--- src/rtl/timer_sched_pkg.sv ---
// Shared encodings for the timer scheduler: FSM states, default grant width and
// the load value that bypasses the Timer.
package timer_sched_pkg;

    typedef enum logic [2:0] {IDLE, START, ARM, RUN, DONE} state_t;

    localparam int ID_W_DEF = 2;
    localparam int ZERO_VAL = 0;

endpackage

--- src/rtl/timer_scheduler_rr_arbiter.sv ---
// Round-robin picker: searches from ptr+1 upward with wrap, so ptr itself is
// considered last. Returns one-hot grant, its index and a valid flag.
module rr_arbiter #(
    parameter int N_REQ = 3,
    parameter int ID_W  = 2
) (
    input  logic [N_REQ-1:0] req_vec,
    input  logic [ID_W-1:0]  ptr,
    output logic [N_REQ-1:0] gnt,
    output logic [ID_W-1:0]  gnt_idx,
    output logic             gnt_vld
);

    logic [N_REQ-1:0] oh;

    always_comb begin
        gnt     = '0;
        gnt_idx = '0;
        gnt_vld = 1'b0;
        oh      = '0;
        for (int k = 1; k <= N_REQ; k++) begin
            oh = N_REQ'(1) << ((int'(ptr) + k) % N_REQ);
            if (!gnt_vld && (req_vec & oh) != '0) begin
                gnt_vld = 1'b1;
                gnt     = oh;
                gnt_idx = ID_W'((int'(ptr) + k) % N_REQ);
            end
        end
    end

endmodule

--- src/rtl/timer_scheduler.sv ---
// Shares one countdown Timer among N_REQ requesters, round-robin.
// Optional macro TIMER_PREEMPT_EN: pending requester 0 aborts any other owner's run.
module timer_scheduler
    import timer_sched_pkg::*;
#(
    parameter int N_REQ = 3,
    parameter int VAL_W = 4,
    parameter int ID_W  = ID_W_DEF
) (
    input  logic                   clock,
    input  logic                   reset,
    input  logic [N_REQ-1:0]       req,
    input  logic [N_REQ-1:0]       cancel,
    input  logic [N_REQ*VAL_W-1:0] req_value,
    input  logic                   expired,
    output logic [VAL_W-1:0]       timer_value,
    output logic                   start_timer,
    output logic                   busy,
    output logic [ID_W-1:0]        grant_id,
    output logic [N_REQ-1:0]       pending,
    output logic [N_REQ-1:0]       done
);

    state_t                        state_q, state_d;
    logic [N_REQ-1:0][VAL_W-1:0]   val_q;
    logic [N_REQ-1:0]              owner_oh, pend_d, elig, arb_req, arb_gnt;
    logic [ID_W-1:0]               ptr_q, arb_idx;
    logic [VAL_W-1:0]              win_val;
    logic                          arb_vld, grant, abort, cancel_own, preempt;

    assign elig       = pending & ~cancel;
    assign cancel_own = (cancel & owner_oh) != '0;

`ifdef TIMER_PREEMPT_EN
    // Index 0 jumps the round-robin queue and evicts any other owner.
    assign preempt = pending[0] && !cancel[0] && !owner_oh[0];
    assign arb_req = elig[0] ? N_REQ'(1) : elig;
`else
    assign preempt = 1'b0;
    assign arb_req = elig;
`endif

    rr_arbiter #(.N_REQ(N_REQ), .ID_W(ID_W)) u_arb (
        .req_vec (arb_req),
        .ptr     (ptr_q),
        .gnt     (arb_gnt),
        .gnt_idx (arb_idx),
        .gnt_vld (arb_vld)
    );

    always_comb begin
        win_val = '0;
        for (int i = 0; i < N_REQ; i++)
            if (arb_gnt[i]) win_val = val_q[i];
    end

    always_comb begin
        state_d = state_q;
        grant   = 1'b0;
        abort   = 1'b0;
        case (state_q)
            IDLE: if (arb_vld) begin
                grant   = 1'b1;
                state_d = (win_val == VAL_W'(ZERO_VAL)) ? DONE : START;
            end
            START, ARM, RUN: begin
                if (cancel_own || preempt) begin
                    abort   = 1'b1;
                    state_d = IDLE;
                end else if (state_q == START) state_d = ARM;
                else if (state_q == ARM)       state_d = RUN;   // stale expired ignored here
                else if (expired)              state_d = DONE;
            end
            DONE:    state_d = IDLE;
            default: state_d = IDLE;
        endcase
    end

    // Aborted owner is re-queued; a same-cycle cancel then clears it again.
    always_comb begin
        pend_d = pending;
        if (grant) pend_d = pend_d & ~arb_gnt;
        if (abort) pend_d = pend_d | owner_oh;
        pend_d = (pend_d | req) & ~cancel;
    end

    always_ff @(posedge clock or negedge reset) begin
        if (!reset) begin
            state_q     <= IDLE;
            pending     <= '0;
            val_q       <= '0;
            owner_oh    <= '0;
            grant_id    <= '0;
            ptr_q       <= '0;
            timer_value <= '0;
        end else begin
            state_q <= state_d;
            pending <= pend_d;
            for (int i = 0; i < N_REQ; i++)
                if (req[i]) val_q[i] <= req_value[i*VAL_W +: VAL_W];
            if (grant) begin
                grant_id    <= arb_idx;
                owner_oh    <= arb_gnt;
                timer_value <= win_val;
            end
            if (state_q == DONE) ptr_q <= grant_id;
        end
    end

    assign start_timer = (state_q == START);
    assign busy        = (state_q != IDLE);
    assign done        = (state_q == DONE) ? owner_oh : '0;

endmodule
--- config.mk ---
export PLATFORM = sky130hd
export DESIGN_NAME = timer_scheduler
export DESIGN_NICKNAME = d
export VERILOG_FILES = /design/src/rtl/timer_sched_pkg.sv /design/src/rtl/timer_scheduler_rr_arbiter.sv /design/src/rtl/timer_scheduler.sv
export SDC_FILE = /design/constraint.sdc
export NUM_CORES = 1
export LEC_CHECK = 0
export ABC_AREA = 1
export BUFFER_PORTS_ARGS = -buffer_cell sky130_fd_sc_hd__buf_2
export CELL_PAD_IN_SITES_DETAIL_PLACEMENT = 1
export CELL_PAD_IN_SITES_GLOBAL_PLACEMENT = 1
export CORE_MARGIN = 8
export CORE_UTILIZATION = 30
export DETAILED_ROUTE_END_ITERATION = 10
export PLACE_DENSITY_LB_ADDON = 0.1
export SYNTH_ARGS = -nofsm -noshare
export SYNTH_HDL_FRONTEND = slang
export SYNTH_SLANG_ARGS = --single-unit
--- constraint.sdc ---
create_clock -name clock -period 2.55 [get_ports clock]
set_input_delay 0.1275 -clock clock [delete_from_list [all_inputs] [get_ports clock]]
set_output_delay 0.1275 -clock clock [all_outputs]
set_load 0.01 [all_outputs]
==> impl_metrics.ini <==
[global_routing]
overflow = 0
gr-usage-met2_pct = 20.4
track_usage_pct = 11.8
grt_max_degree = 30
grt_busiest_layer = met2
grtUsageMet3_pct = 3.08
antenna_found_initial = 0
grt_pass1_wl_mm = 7.73
first_global_vias = 1617
grtUsageMet1_pct = 13.7

[run_status]
status = completed

[floorplan]
io_pins = 35
die_y_um = 90.4
initial_utilization_pct = 30.5
dieArea_mm2 = 0.00817
coreArea_mm2 = 0.00544
num_rows = 27
die_w_um = 90.4

[cts]
post_cts_buffers = 0
cts_tree = built
clk_latency_ns = 0.28
cts_buffers = 5
cts.sinks = 29
htree_levels = 2
cts_max_path_buffers = 2
clk_pin_slew_worst_paths_ns = 0.06
cts-root-buf = clkbuf_8

[yosys]
synth-edff-count = 0
netlist_instances = 196
synthesis.area_mm2 = 0.00166
synth_top_area_share_pct = 43.7
synth_warnings = 0
syn_area_per_cell_um2 = 8.47
syn_nets = 221
synth_area_leaders = dfrtp_1, nand2_1, nand3_1
synth_cell_types = 27
synth_seq_cells = 29
ys_seq_area_share_pct = 43.7
synth-async-reset-ratio_pct = 100
yosysTopAreaCell = dfrtp_1
synth_ff_type = dfrtp_1

[drt]
drt_iter0_drc = 51
vias = 1466
drc = 0
wl_per_cell_um = 14.5
avgViaCountPerCell = 4.73
first_pass_iters = 4
ant_nets = 0
wl_mm = 4.49

[placed_design]
place_inst = 301
numPortBuffers = 34
dp_hpwl_mm = 3.63
place.gp.congestion = 0.769
dpl-instance-area_mm2 = 0.00192

[sta]
hold_viol = 0
rsz0062_at_grt = no
finalSetupViolations = 0
finalMaxSlewViolations = 0
clock_skew_ns = 0.00205
max_freq_mhz = 444
worst_pin_slew_ns = 0.685
maxSlewHeadroom_pct = 54.4
tns_ns = 0
finalCriticalPeriod_ns = 2.25
min_period_over_period_pct = 88.3

[setup_path]
crit_chain = inv_1, ha_1, nand3_1, nand3_4, nor2_8, nand3_2, nand3_2, a21oi_1, nand2_1, nand2_1, nor2_2, nand2_1, nand2_1, nand3_1
cp-end-kind = flip-flop
critical_path.top_delay_family = simple AND/OR/NAND/NOR gates
start_kind = flip-flop
required_ns = 2.71
cpPeakStageDelay_ns = 0.40
crit_type = reg -> reg
worst-path-max-fanout = 9
critPathBufInv = 1
cp_common_cell = nand2_1
critical_path_arrival_ns = 2.42
cp_slowest_cell = dfrtp_1

[cells_and_area]
final_cell_mix = nand2_1, buf_2, dfrtp_1
syn2layout_area_growth_pct = 22.3
drive_gt1_share_pct = 31.5
mostFrequentLayoutCell = nand2_1
stdcell_area_mm2 = 0.00203
final_cell_count_no_fill = 310
fill_cells = 680
diodes = 0
fin_nets = 262

[pwr]
power_w = 0.00229
powerDensity_mw_per_mm2 = 1130
peakVddDrop_mv = 0.331
power.leakage_nw = 1.01

[flow_run]
maxCapViolCount = 0

[hold_path]
hold_path.class = in -> reg
==> cell families after synthesis <==
group           count (synthesis)  share of synthesized area [%]
buf+inv                        27                           6.18
compound gates                 26                           10.0
fa+ha+maj                       4                           3.01
flops                          29                           43.7
simple gates                  102                           31.7
mux                             8                           5.43
==> worst reg2reg max path, stage by stage, from the launching register on <==
cell and delay, ns:
dfrtp_1 0.40, inv_1 0.08, ha_1 0.38, nand3_1 0.17, nand3_4 0.14, nor2_8 0.20, nand3_2 0.09, nand3_2 0.18
a21oi_1 0.06, nand2_1 0.08, nand2_1 0.06, nor2_2 0.13, nand2_1 0.06, nand2_1 0.05, nand3_1 0.06
==> path summary, 6_finish.rpt <==
kind | startpoint | end | slack (ns) | cells after the start
min in group asynchronous | reset | state_q[1] | 0.42 | 2
worst max register to register | ptr_q[0] | state_q[0] | 0.30 | 14
worst min register to register | val_q[11] | val_q[11] | 0.51 | 1
worst min-delay path | cancel[2] | pending[2] | 0.04 | 2
worst max-delay path | ptr_q[0] | state_q[0] | 0.30 | 14
max in group asynchronous | reset | grant_id[0] | 1.68 | 2
==> report_power, final <==
part / leakage, nW / internal [W] / switching [W]
combinational: 0.600 / 0.000426 / 0.000772
clock: 0.0542 / 0.000244 / 0.000177
sequential: 0.354 / 0.000589 / 0.0000874
total: 1.01 / 0.00126 / 0.00104
==> stage by stage <==
step                      worst slack (ns)  hold WS, ns  util [%]
after floorplan                      0.563       -0.168         -
after global placement               0.341        0.217      35.3
after detailed placement             0.283        0.218      35.3
after CTS                            0.273       0.0311      37.3
after global routing                0.0675       0.0321      37.3
final                                0.299       0.0385      37.3
==> final cells by class <==
cell class | count | area [um2] | share of cell area [%]
Clock buffer | 7 | 96.3 | 4.74
Clock inverter | 1 | 5.00 | 0.246
Inverter | 25 | 93.8 | 4.62
Multi-Input combinational cell | 140 | 832 | 41.0
Sequential cell | 29 | 726 | 35.7
Tap cell | 72 | 90.1 | 4.44
Timing Repair Buffer | 36 | 188 | 9.24
==> layer usage <==
metal	part of all wire, %	vias up
met4	1.4	0
met1	46	701
met3	3.9	6
li1	-	735
met5	0	-
met2	49	24
==> state kept, by name, summed over array words and instances, names as in the netlist <==
register,flops
val_q,12
ptr_q,2
state_q,3
timer_value,4
grant_id,2
owner_oh,3
pending,3
==> what timing repair did <==
item	CTS	global route
hold buffers	1	0
gates resized for setup	0	0
endpoints found under the hold margin	29	0
==> cells in the mapped netlist, types with 2 or more instances <==
| library cell | instances |
|---|---|
| nand2_2 | 2 |
| inv_1 | 20 |
| dfrtp_1 | 29 |
| a211oi_1 | 3 |
| mux2_2 | 8 |
| a31oi_1 | 4 |
| ha_1 | 4 |
| nor2_1 | 18 |
| a21oi_1 | 5 |
| nor3_1 | 3 |
| nor2_2 | 4 |
| inv_2 | 5 |
| nand3_4 | 2 |
| nand3_2 | 8 |
| o21ai_0 | 9 |
| nand2_1 | 42 |
| nand3_1 | 20 |
Note: power is estimated with default switching activity, not from simulation.
